`src/rtl/id_inst_queue.sv`:
```
// ---------------------------------------------------------------------------
// id_inst_queue
// IF-to-ID instruction buffer. Replaces the single-entry IF/ID register with
// a DEPTH-entry FIFO of {pc, pc4, inst} entries. The head entry is presented
// to decode first-word-fall-through. The queue also runs the load-use hazard
// check on the head entry's source registers and holds the pop on a hazard.
//
// Ports
//   clk, reset        clock; asynchronous active-low reset
//   flush             synchronous discard of every entry (redirect)
//   in_valid/in_ready fetch-side handshake; in_ready = !full
//   in_pc/pc4/inst    fetched entry
//   stall             downstream stall, head must not pop
//   is_load, load_rd  load currently in EX and its destination register
//   has_rs1/2/3       head instruction reads rs1/rs2/rs3
//   out_valid, out_*  head entry, forced to 0 when the queue is empty
//   load_stall        head blocked by a load-use hazard
//   pop               head consumed this cycle
//   count/empty/full  occupancy
// ---------------------------------------------------------------------------
module id_inst_queue #(
    parameter int ADDR_WIDTH = 64,
    parameter int INST_WIDTH = 32,
    parameter int REG_NUM    = 32,
    parameter int DEPTH      = 4,
    localparam int RW        = $clog2(REG_NUM),
    localparam int CW        = $clog2(DEPTH + 1)
) (
    input  logic                  clk,
    input  logic                  reset,
    input  logic                  flush,
    input  logic                  in_valid,
    output logic                  in_ready,
    input  logic [ADDR_WIDTH-1:0] in_pc,
    input  logic [ADDR_WIDTH-1:0] in_pc4,
    input  logic [INST_WIDTH-1:0] in_inst,
    input  logic                  stall,
    input  logic                  is_load,
    input  logic [RW-1:0]         load_rd,
    input  logic                  has_rs1,
    input  logic                  has_rs2,
    input  logic                  has_rs3,
    output logic                  out_valid,
    output logic [ADDR_WIDTH-1:0] out_pc,
    output logic [ADDR_WIDTH-1:0] out_pc4,
    output logic [INST_WIDTH-1:0] out_inst,
    output logic                  load_stall,
    output logic                  pop,
    output logic [CW-1:0]         count,
    output logic                  empty,
    output logic                  full
);

    localparam int            PW       = $clog2(DEPTH);
    localparam logic [PW-1:0] LAST_IDX = PW'(DEPTH - 1);
    localparam logic [CW-1:0] FULL_CNT = CW'(DEPTH);

    logic [ADDR_WIDTH-1:0] pc_mem   [DEPTH];
    logic [ADDR_WIDTH-1:0] pc4_mem  [DEPTH];
    logic [INST_WIDTH-1:0] inst_mem [DEPTH];

    logic [PW-1:0] rd_ptr;
    logic [PW-1:0] wr_ptr;
    logic          push;
    logic [RW-1:0] rs1;
    logic [RW-1:0] rs2;
    logic [RW-1:0] rs3;
    logic          hit;

    assign empty     = (count == '0);
    assign full      = (count == FULL_CNT);
    assign in_ready  = !full;
    assign out_valid = !empty;
    assign push      = in_valid & in_ready & !flush;

    assign out_pc   = empty ? '0 : pc_mem[rd_ptr];
    assign out_pc4  = empty ? '0 : pc4_mem[rd_ptr];
    assign out_inst = empty ? '0 : inst_mem[rd_ptr];

    // Source register fields of the head instruction (rs3 is the R4-type field).
    assign rs1 = out_inst[15 +: RW];
    assign rs2 = out_inst[20 +: RW];
    assign rs3 = out_inst[27 +: RW];

    assign hit = (has_rs1 & (rs1 == load_rd)) |
                 (has_rs2 & (rs2 == load_rd)) |
                 (has_rs3 & (rs3 == load_rd));

    // x0 is hardwired, so a load targeting it never creates a dependency.
    assign load_stall = out_valid & is_load & (load_rd != '0) & hit;
    assign pop        = out_valid & !stall & !load_stall & !flush;

    // Storage carries no reset; entries are only observed through valid pointers.
    always_ff @(posedge clk) begin
        if (push) begin
            pc_mem[wr_ptr]   <= in_pc;
            pc4_mem[wr_ptr]  <= in_pc4;
            inst_mem[wr_ptr] <= in_inst;
        end
    end

    // Explicit wrap compare so non-power-of-two depths work.
    always_ff @(posedge clk or negedge reset) begin
        if (!reset) begin
            rd_ptr <= '0;
            wr_ptr <= '0;
            count  <= '0;
        end else if (flush) begin
            rd_ptr <= '0;
            wr_ptr <= '0;
            count  <= '0;
        end else begin
            if (push) begin
                wr_ptr <= (wr_ptr == LAST_IDX) ? '0 : wr_ptr + 1'b1;
            end
            if (pop) begin
                rd_ptr <= (rd_ptr == LAST_IDX) ? '0 : rd_ptr + 1'b1;
            end
            case ({push, pop})
                2'b10:   count <= count + 1'b1;
                2'b01:   count <= count - 1'b1;
                default: count <= count;
            endcase
        end
    end

endmodule

```
`config.mk`:
```
export PLATFORM = sky130hd
export DESIGN_NAME = id_inst_queue
export DESIGN_NICKNAME = d
export VERILOG_FILES = /design/src/rtl/id_inst_queue.sv
export SDC_FILE = /design/constraint.sdc
export NUM_CORES = 1
export LEC_CHECK = 0
export BUFFER_PORTS_ARGS = -buffer_cell sky130_fd_sc_hd__buf_2
export CAP_MARGIN = 10
export CORE_MARGIN = 2
export CORE_UTILIZATION = 35
export CTS_CLUSTER_DIAMETER = 40
export CTS_CLUSTER_SIZE = 30
export DETAILED_ROUTE_END_ITERATION = 7
export PLACE_DENSITY = 0.5
export SYNTH_ARGS = -nofsm -noshare
export SYNTH_HDL_FRONTEND = slang
export SYNTH_SLANG_ARGS = --single-unit
export TNS_END_PERCENT = 30
```
`constraint.sdc`:
```
create_clock -name clk -period 7.1 [get_ports clk]
set_input_delay 0.71 -clock clk [delete_from_list [all_inputs] [get_ports clk]]
set_output_delay 0.71 -clock clk [all_outputs]
set_load 0.03 [all_outputs]
```
# == Word-level counts from Yosys, hierarchy flattened ==
# Memory sizes are Yosys's and may differ from the RTL's.
# Index checks and enable logic that the tools add are counted.
# op_classes
n_addsub,4
n_eq_ne,8
muxes,13
bitwise_logic,13
reduce_logical,10
# op_table
operator,n
$mux W64,2
$mux W32,1
$eq A5 B5 Y1,3
$mux W2,6
$and A1 B1 Y1,11
$eq A2 B2 Y1 const B,3
$pmux W3 S2,1
$logic_not A1 Y1,5
$reduce_bool A5 Y1,1
$add A2 B1 Y2 const B,2
$reduce_bool A2 Y1,2
$add A3 B1 Y3 const B,1
$eq A3 B3 Y1 const B,1
$logic_not A3 Y1,1
$mux W3,1
$reduce_bool A3 Y1,1
$sub A3 B1 Y3 const B,1
$eq A2 B1 Y1 const B,1
$mux W1,2
$or A1 B1 Y1,2
# word_totals
reg_bits,7
ram_bits,640
inputBits,174
out_inout_bits,169
elab_cells,54
mem_count,3
# mem_list
memory,depth,word_bits,read_ports,rd_ports_with_merged_regs,write_ports,line,rtl
pc4_mem,4,64,1,0,1,59,logic [ADDR_WIDTH-1:0] pc4_mem [DEPTH];
pc_mem,4,64,1,0,1,58,logic [ADDR_WIDTH-1:0] pc_mem [DEPTH];
inst_mem,4,32,1,0,1,60,logic [INST_WIDTH-1:0] inst_mem [DEPTH];

# == Logic depth before layout (Yosys ltp) ==
# Gate-level depths: netlist (run 1).
# logic_depth
word_depth,13
ltp_mapped,15

# == Worst setup path after synthesis (run 1) ==
# No wires, ideal clock.
# synth_timing
path_kind,reg2reg
start,register count[0]
end,memory inst_mem[0][0] (enable)
arrival_ps,4997
required_ps,6560
setup_slack_ps,1563
stages_incl_launch_ff,6
n_path_buf,0
synth_period_minus_slack_ps,5537
cell_sequence,dfrtp_1 nor2_1 nand2_1 nand2_1 nor2_1 and2_1
# synth_via
elab_chain_cells,6
# synth_rtl
element,line,rtl
"start, declared",49,"output logic [CW-1:0] count,"
"start signal, assigned",120,2'b10: count <= count + 1'b1;
"start signal, assigned",121,2'b01: count <= count - 1'b1;
"start signal, assigned",122,default: count <= count;
$eq A3 B3 Y1,71,assign full = (count == FULL_CNT);
$logic_not A1 Y1,72,assign in_ready = !full;
named net in_ready,33,"output logic in_ready,"
$and A1 B1 Y1 (2 in a row),74,assign push = in_valid & in_ready & !flush;
$mux W1,95,if (push) begin
$mux W1 (implied by the code),98,inst_mem[wr_ptr] <= in_inst;
"end, declared",60,
# The timed path passes the listed nets, and every way through them passes these cells.

# == Final worst setup path (run 1) ==
# layout_timing
start,register rd_ptr[0]
end,output port pop
# layout_via
elab_chain_cells,10
elab_cells_between_ends,14
cone_classes,eq/ne: 3; mux: 1; bitwise: 8; reduce/logical: 1; memory: 1
# layout_rtl
element,line,rtl
"start, declared",62,logic [PW-1:0] rd_ptr;
"start signal, assigned",117,rd_ptr <= (rd_ptr == LAST_IDX) ? '0 : rd_ptr + 1'b1;
$mem_v2 Z4 W32 (*),-,
$mux W32 (*),78,assign out_inst = empty ? '0 : inst_mem[rd_ptr];
$eq A5 B5 Y1 (on tied branches),"85, 86",
$and A1 B1 Y1 (on tied branches),"85, 86",
$or A1 B1 Y1,85,assign hit = (has_rs1 & (rs1 == load_rd)) |
$or A1 B1 Y1 (*),86,(has_rs2 & (rs2 == load_rd)) |
$and A1 B1 Y1 (*),90,assign load_stall = out_valid & is_load & (load_rd != '0) & hit;
$logic_not A1 Y1 (*),91,assign pop = out_valid & !stall & !load_stall & !flush;
$and A1 B1 Y1 (*) (2 in a row),91,
"end, declared",48,"output logic pop,"
# Every way passes the cells marked *; elsewhere a longest branch is shown, timed or not.

==> reports/metrics.csv, run 1 <==
metric,value,unit
status,finished clean,
port buffer count,342,
simple-gate area share of the yosys netlist,4.90,%
Layout Nets,1709,
synthesis-stage register bit count,647,
final wirelength,57000,µm
clock sink count,647,
"EDFF count, synth",640,
CTS tree,done,
CP startpoint kind,register,
FP Rows,97,
DRC viols,0,
CP cell instances,"buf_4, mux4_2, xnor2_1, a41oi_1, or4b_1, a31oi_2, or3_1, nor2_1, buf_2",
Switch Pwr,4.46,mW
vias,12400,
Syn Nets,1304,
post-synth top area share,77.0,%
crit share post-route,71.3,%
"Distinct cells, synth",45,
pre-CTS WS,2.31,ns
critical path data arrival time,4.35,ns
"Slew Viols, Final",0,
dpl cell area,27800,µm²
max_cap viols,0,
Hold Path Class,in2reg,
Mapped Cells,1124,
initial antenna violation count,11,
worst-path fanout max,27,
final setup vio count,0,
root buf cell,clkbuf_16,
vias in the first global route,13400,
Synth Area in Adders,0.331,%
Least-Margin Pin Slew,1.00,ns
Post-synth ARST share,1.08,%
final hold viol count,0,
CTS H-tree lvls,3,
Clk pwr share,37.7,%
Worst Path Required,6.39,ns
largest family of logic cells by synthesized area,multiplexers,
Final Total Pwr,13.5,mW
XOR/XNOR Fraction of Synth Area,0.371,%
internal power,9.06,mW
largest net degree at the start of global routing,88,
initial core utilization,35.5,%
GR Util All Layers,15.5,%
grt ovf,0,
Critical Path Max Stage Delay,0.75,ns
first-pass GRT wire length,85100,µm
Period minus WS final,5.06,ns
"Clk Latency, worst-skew pair",0.63,ns
final worst slack,2.04,ns
fmax,198,MHz
worst vdd ir,0.233,mV
Die X,271,µm
Core ar.,70300,µm²
"Reg clk slew, reported paths",0.05,ns
Post-Syn Area,25000,µm²
routability congestion estimate,0.727,
Pleak,10.8,nW
# fillers,6106,
Synth area leaders,"edfxtp_1 (77%), mux4_2 (14%), and2_1 (4.1%)",
pwr/cell area,431,nW/µm²
final instance area,31400,µm²
crit path kind,reg2out,
via/cell ratio,4.85,
Switching Fraction,33.0,%
dpl hpwl,33800,µm
WL/cell,22.3,µm
CTS buffer count,103,
Setup Skew,0.0175,ns
share of cells above drive strength 1,43.3,%
"Seq/Total Area, Yosys",77.7,%
RSZ-0062 raised after global routing,no,
yosys synthesis warning count,0,
Combinational Power Share,28.5,%
Clock Path Buffers,3,
DIE AREA,73400,µm²
DR iter-0 viols,725,
slowest CP cell,dfrtp_4,
CP Capture Type,output pin,
register share of total power,33.8,%
chip height,271,µm
Mapped Avg Cell Area,22.2,µm²
antenna violation net count after detailed routing,0,
post-synthesis mux area share,14.7,%
DRT Pass-1 Iters,7,
max_slew headroom,33.1,%
commonest register cell after synthesis,edfxtp_1,
post-synth top area cell,edfxtp_1,
area grow syn2layout,25.8,%
Compound-Gate Fraction of Synth Area,0.797,%
final setup TNS,0,ns
I/O pin cnt,343,
## power groups by stage
| stage | clock, mW | sequential, mW | combinational [mW] |
|---|---|---|---|
| 2_1_floorplan | 0 | 4.63 | 2.74 |
| 3_3_place_gp | 0 | 4.64 | 3.96 |
| 3_5_place_dp | 0 | 4.65 | 3.96 |
| 4_1_cts | 5.23 | 4.58 | 3.98 |
| 5_1_grt | 5.39 | 4.60 | 4.11 |
| 6_report | 5.10 | 4.57 | 3.85 |
## timing repair
item | in CTS | in global routing
hold buffers | 1 | 0
gates resized for setup | 0 | 0
setup buffers | 0 | 0
hold endpoints to repair | 7 | 0
## final timing paths
check | start | to | slack (ns) | cells past startpoint
max in group asynchronous | reset | rd_ptr[1] | 6.47 | 2
hold reg to reg | wr_ptr[1] | wr_ptr[1] | 0.59 | 2
setup / recovery | rd_ptr[0] | pop | 2.04 | 9
min in group asynchronous | reset | rd_ptr[0] | 0.45 | 2
hold / removal | in_inst[30] | inst_mem[2][30] | 0.29 | 1
setup reg to reg | rd_ptr[0] | count[2] | 2.38 | 12
## cell families after synthesis
family | after synthesis
multiplexers | 166
flip-flops | 647
AO/OA/AOI/OAI | 25
adder cells (fa/ha/maj) | 6
buffers and inverters | 69
AND/OR/NAND/NOR | 202
XOR/XNOR | 9
## sequential cells by signal, indices dropped and copies added (netlist names)
register	count
wr_ptr	2
count	3
inst_mem	128
pc4_mem	256
pc_mem	256
rd_ptr	2
## per-layer routing
metal	vias up	global-route usage (%)	share of wire (%)
li1	5451	-	-
met1	6515	19.4	40
met2	318	25.9	51
met3	105	4.27	6.3
met4	16	5.31	2.0
met5	-	0	0.18
## cell type report
type	instances	area [µm²]	share of cell area [%]
flip-flops and latches	647	19400	61.8
multi-input cells	408	5280	16.8
clock buffers	115	2660	8.49
repair buffers	360	1900	6.05
well taps	940	1180	3.75
clock inverters	76	923	2.94
inverters	9	33.8	0.108
diodes	1	2.50	0.00797
## stage by stage
stage,util (%),instances,hold slack [ns]
2_1_floorplan,-,1124,0.414
4_1_cts,44.7,2555,0.233
5_1_grt,44.7,2556,0.254
3_5_place_dp,39.5,2363,0.562
6_report,44.7,2556,0.294
3_3_place_gp,39.5,2363,0.561
## cells in the final DEF (no fill, tap or decap), drive strengths merged, types with 2 or more instances in the layout
cell type / n
a221oi: 2
o21ai: 5
clkbuf: 115
nor3: 2
and2: 164
edfxtp: 640
nor2: 13
clkinv: 30
o311ai: 2
ha: 5
nor3b: 2
nand2: 8
bufinv: 15
inv: 28
dfrtp: 7
a21oi: 6
buf: 359
mux2: 3
o22ai: 2
or3: 4
mux2i: 3
mux4: 160
and3: 3
xnor2: 7
clkinvlp: 12
## synth_stat cells, types with 3 or more instances
master	n
edfxtp_1	640
and2_1	163
mux4_2	159
clkbuf_1	39
buf_1	15
nor2_1	13
inv_1	9
nand2_1	8
dfrtp_1	7
xnor2_1	7
a21oi_1	6
ha_1	5
o21ai_0	5
or3_1	4
and3_1	3
buf_2	3
mux2i_1	3
## worst max-delay path, delay by kind of cell (launching register included)
family,cells,cell delay [ns]
buf+inv,2,0.75
flops,1,0.75
compound gates,2,0.37
simple gates,3,1.04
xor+xnor,1,0.16
mux,1,0.61
No activity file was read; power rests on OpenSTA's default activity.
==> inputs of run 2 (changes only) <==
clock period = 4.97 ns   (was 7.1 ns; I/O delays follow)
==> run 2 against run 1 <==
Global-route usage increased by 0.26 points. Clock power increased by 40%. Register-to-register slack got worse by 1.3 ns. Sequential power increased by 42%. Sequential cell count unchanged. Clock skew increased by 0.011 ns. Hold slack got worse by 0.23 ns. Highest routed layer unchanged.
==> reports/metrics.csv, run 2 (same netlist as run 1, synthesis figures left out) <==
metric,value,unit
sink of the worst hold path,pc_mem[3][39],
setup bufs post-CTS,0,
Switching Fraction,33.7,%
RR Startpoint,rd_ptr[0],
pwr/cell area,610,nW/µm²
status,finished clean,
FF-to-FF setup slack,1.11,ns
I/O pin cnt,343,
port buffer count,342,
biggest regs,"pc4_mem: 256 flops, pc_mem: 256 flops, inst_mem: 128 flops",
DRT Pass-1 Iters,4,
Critical Path Source,rd_ptr[0],
Core ar.,70300,µm²
Switch Pwr,6.47,mW
Clk pwr share,37.3,%
grt ovf,0,
critical path data arrival time,3.95,ns
dpl hpwl,33100,µm
largest net degree at the start of global routing,78,
worst vdd ir,0.345,mV
final setup TNS,0,ns
CTS buffer count,102,
root buf cell,clkbuf_16,
most frequent cells in the layout,"edfxtp_1 (640), buf_2 (342), mux4_2 (159), and2_1 (159), clkbuf_16 (103)",
register share of total power,33.8,%
vias in the first global route,13600,
"Clk Latency, worst-skew pair",0.64,ns
final setup vio count,0,
FF-to-FF End,count[2],
Die X,271,µm
hold path depth,1,
Placed Instances,2368,
DRC viols,0,
share of cells above drive strength 1,44.0,%
first-pass GRT wire length,86900,µm
CTS tree,done,
post-route insts no fill,2562,
internal power,12.7,mW
routability congestion estimate,0.725,
antenna violation net count after detailed routing,0,
fmax,225,MHz
FP Rows,97,
crit path kind,reg2out,
Layout Nets,1713,
CTS H-tree lvls,3,
R2R cell count,12,
via/cell ratio,4.82,
GR Util All Layers,15.8,%
Hold Startpoint,in_pc[39],
clock sink count,647,
"Slew Viols, Final",0,
WL/cell,22.4,µm
final wirelength,57500,µm
crit share post-route,89.5,%
initial core utilization,35.5,%
max_slew headroom,35.6,%
Period minus WS final,4.45,ns
Worst Path Required,4.47,ns
"Reg clk slew, reported paths",0.06,ns
Least-Margin Pin Slew,0.965,ns
Setup Skew,0.0288,ns
RSZ-0062 raised after global routing,no,
final hold viol count,0,
CP Capture Type,output pin,
vias,12400,
most common library cell in the layout ignoring fill and taps,edfxtp_1,
Hold Path Class,in2reg,
DIE AREA,73400,µm²
# fillers,6115,
DR iter-0 viols,728,
chip height,271,µm
Pleak,10.8,nW
worst-path fanout max,44,
Combinational Power Share,28.9,%
initial antenna violation count,10,
max_cap viols,0,
area grow syn2layout,26.1,%
CP startpoint kind,register,
Clock Path Buffers,3,
[run 2: layer usage]
layer,global-route usage (%),up-vias,part of all wire [%]
li1,-,5466,-
met1,18.7,6461,39
met2,27.8,310,53
met3,4.05,103,5.4
met4,5.36,10,2.3
met5,0,-,0.11
[run 2: power by group through the flow]
stage / Combinational, mW / Clock, mW / Sequential (mW)
after global routing: 5.94 / 7.58 / 6.52
after detailed placement: 5.71 / 0 / 6.61
after floorplan: 3.92 / 0 / 6.58
after global placement: 5.73 / 0 / 6.59
after CTS: 5.72 / 7.33 / 6.50
final: 5.55 / 7.15 / 6.49
[run 2: layout make-up]
cell class / count / area (µm²) / area share (%)
Clock inverter: 83 / 955 / 3.04
Inverter: 9 / 33.8 / 0.107
Tap cell: 940 / 1180 / 3.74
Antenna cell: 1 / 2.50 / 0.00796
Timing Repair Buffer: 365 / 2000 / 6.36
Multi-Input combinational cell: 408 / 5280 / 16.8
Clock buffer: 109 / 2600 / 8.27
Sequential cell: 647 / 19400 / 61.7
[run 2: timing repair]
item	CTS	global route
endpoints found under the hold margin	7	0
resized for setup	0	0
hold buffers	1	0
[run 2: worst max path at each step]
stage | to | slack, ns | depth (start not counted)
CTS | out_pc[52] | 0.27 | 5
floorplan | count[2] | 1.20 | 14
global placement | out_pc[52] | 1.01 | 5
finish | out_pc[52] | 0.52 | 5
global route | out_pc[52] | 0.11 | 5
detailed placement | out_pc[52] | 0.95 | 5
[run 2: stage by stage]
stage | worst slack (ns) | total power, mW | hold slack, ns | instance area (µm²) | util, %
2_1_floorplan | 1.20 | 10.5 | 0.201 | 25000 | -
3_3_place_gp | 1.01 | 12.3 | 0.349 | 27900 | 39.7
3_5_place_dp | 0.949 | 12.3 | 0.349 | 27900 | 39.7
4_1_cts | 0.270 | 19.6 | 0.00825 | 31400 | 44.8
5_1_grt | 0.112 | 20.0 | 0.0256 | 31500 | 44.8
6_report | 0.520 | 19.2 | 0.0630 | 31500 | 44.8
[run 2: critical path, cell delays in order (launching register included)]
cell     delay, ns
dfrtp_4       0.67
buf_4         0.77
buf_4         0.82
mux4_2        0.63
and2_1        0.17
buf_2         0.17
==> inputs of run 3 (changes only) <==
ABC_AREA = 1   (was unset)
==> run 3 against run 2 <==
Sequential share of layout area down 1.1 points. First-iteration DRC count rose by 30%. Largest cell class unchanged. Total power grew 3.7%. Largest power group unchanged.
==> reports/metrics.csv, run 3 <==
metric,value,unit
Pleak,12.0,nW
CTS H-tree lvls,3,
most frequent cells after synthesis,"edfxtp_1 (640), nor2_1 (600), o21ai_0 (295)",
post-synth top area cell,edfxtp_1,
grt met3 use,3.77,%
root buf cell,clkbuf_16,
crit path kind,reg2out,
Worst Path Required,4.47,ns
Post-synth ARST share,1.08,%
# fillers,6728,
via/cell ratio,4.81,
dpl hpwl,36700,µm
Setup Skew,0.0212,ns
max_cap viols,0,
CP Capture Type,output pin,
pwr/cell area,622,nW/µm²
initial core utilization,35.2,%
DR iter-0 viols,944,
"Seq/Total Area, Yosys",75.5,%
chip height,275,µm
yosys synthesis warning count,0,
Die X,275,µm
post-layout util,44.0,%
DIE AREA,75500,µm²
fmax,242,MHz
antenna violation net count after detailed routing,0,
CTS buffer count,101,
Hold Path Class,in2reg,
max_slew headroom,17.8,%
DRT Pass-1 Iters,5,
most common library cell in the layout ignoring fill and taps,edfxtp_1,
Mapped Cells,2105,
WL/cell,19.1,µm
biggest regs,"pc4_mem: 256 flops, pc_mem: 256 flops, inst_mem: 128 flops",
crit share post-route,83.1,%
Least-Margin Pin Slew,1.23,ns
vias,16900,
Synth area leaders,"edfxtp_1 (75%), nor2_1 (8.8%), o21ai_0 (5.8%)",
grt peak-use layer,met2,
final wirelength,66900,µm
Syn Nets,2285,
worst vdd ir,0.645,mV
final setup vio count,0,
hold path depth,1,
initial antenna violation count,12,
Final Total Pwr,19.9,mW
"Slew Viols, Final",0,
most frequent cells in the layout,"edfxtp_1 (640), nor2_1 (596), buf_2 (342)",
largest net degree at the start of global routing,196,
CTS tree,done,
Period minus WS final,4.13,ns
critical path data arrival time,3.63,ns
Mapped Avg Cell Area,12.2,µm²
post-synth top area share,74.9,%
most common cell in the netlist,edfxtp_1,
port buffer count,342,
pre-CTS WS,1.48,ns
RSZ-0062 raised after global routing,no,
"Clk Latency, worst-skew pair",0.63,ns
final hold viol count,0,
"Reg clk slew, reported paths",0.06,ns
clock sink count,647,
first-pass GRT wire length,100000,µm
GR Util All Layers,17.3,%
commonest register cell after synthesis,edfxtp_1,
routability congestion estimate,0.852,
DRC viols,0,
Post-Syn Area,25700,µm²
GRT met2 Usage,29.5,%
Clock Path Buffers,3,
Core ar.,72800,µm²
area grow syn2layout,24.7,%
synthesis-stage register bit count,647,
met1 usage in global routing,22.0,%
vias in the first global route,16700,
status,finished clean,
I/O pin cnt,343,
share of cells above drive strength 1,22.1,%
R2R cell count,20,
post-cts sizing count,0,
worst-path fanout max,195,
FP Rows,99,
CP startpoint kind,register,
final worst slack,0.840,ns
grt ovf,0,
Layout Nets,2635,
"Distinct cells, synth",26,
"EDFF count, synth",640,
## run 3: through the flow
step                      cells  hold slack (ns)  area [µm²]  setup TNS [ns]
after detailed placement   3310            0.350       28500               0
final                      3506           0.0660       32000               0
after global placement     3310            0.349       28500               0
after floorplan            2105            0.201       25700         -730.37
after CTS                  3501           0.0178       32000               0
after global routing       3504           0.0388       32000               0
## run 3: path summary, 6_finish.rpt
check / start / endpoint / slack [ns]
min reg2reg: count[2] / count[2] / 0.64
min in group asynchronous: reset / wr_ptr[1] / 0.27
max: rd_ptr[0] / out_pc[53] / 0.84
max reg2reg: rd_ptr[0] / count[2] / 1.51
max in group asynchronous: reset / rd_ptr[1] / 4.51
min: in_pc4[2] / pc4_mem[1][2] / 0.07
## run 3: cell type report
type	instances	area, µm²	area share (%)
clock inverter	81	946	2.95
tap	959	1200	3.75
timing repair buffer	372	2100	6.57
inverter	89	349	1.09
antenna	5	12.5	0.0391
multi-input combinational	1244	5430	17.0
clock buffer	109	2580	8.05
sequential	647	19400	60.6
## run 3: timing repair
action,4_1_cts,5_1_grt
endpoints found under the hold margin,7,0
buffers inserted,0,0
setup endpoints to repair,0,0
hold buffers,1,0
## run 3: routing by layer
layer,vias to the layer above,wire (µm)
li1,8095,-
met3,112,3800
met5,-,104
met4,16,1470
met2,428,33100
met1,8223,28400
## run 3: logic make-up (layout without fill, tap and decap cells)
logic type	Yosys count	after routing	synth area share, %
simple gates	791	791	12.0
flops	647	647	75.5
compound gates	446	446	8.70
buf+inv	214	651	3.44
fa+ha+maj	6	6	0.322
xor+xnor	1	1	0.0341
other cells	0	5	0
## run 3: power breakdown
group	total, mW	internal [mW]	switching [mW]	leakage (nW)
clock	7.14	4.50	2.64	1.64
combinational	6.33	1.50	4.83	4.45
sequential	6.43	6.30	0.131	5.90
## run 3: critical path: stages, from the launching register on
cell and delay (ns):
dfrtp_4 0.74, inv_8 0.60, buf_12 0.46, o21ai_0 0.21, a21oi_1 0.29, buf_2 0.25
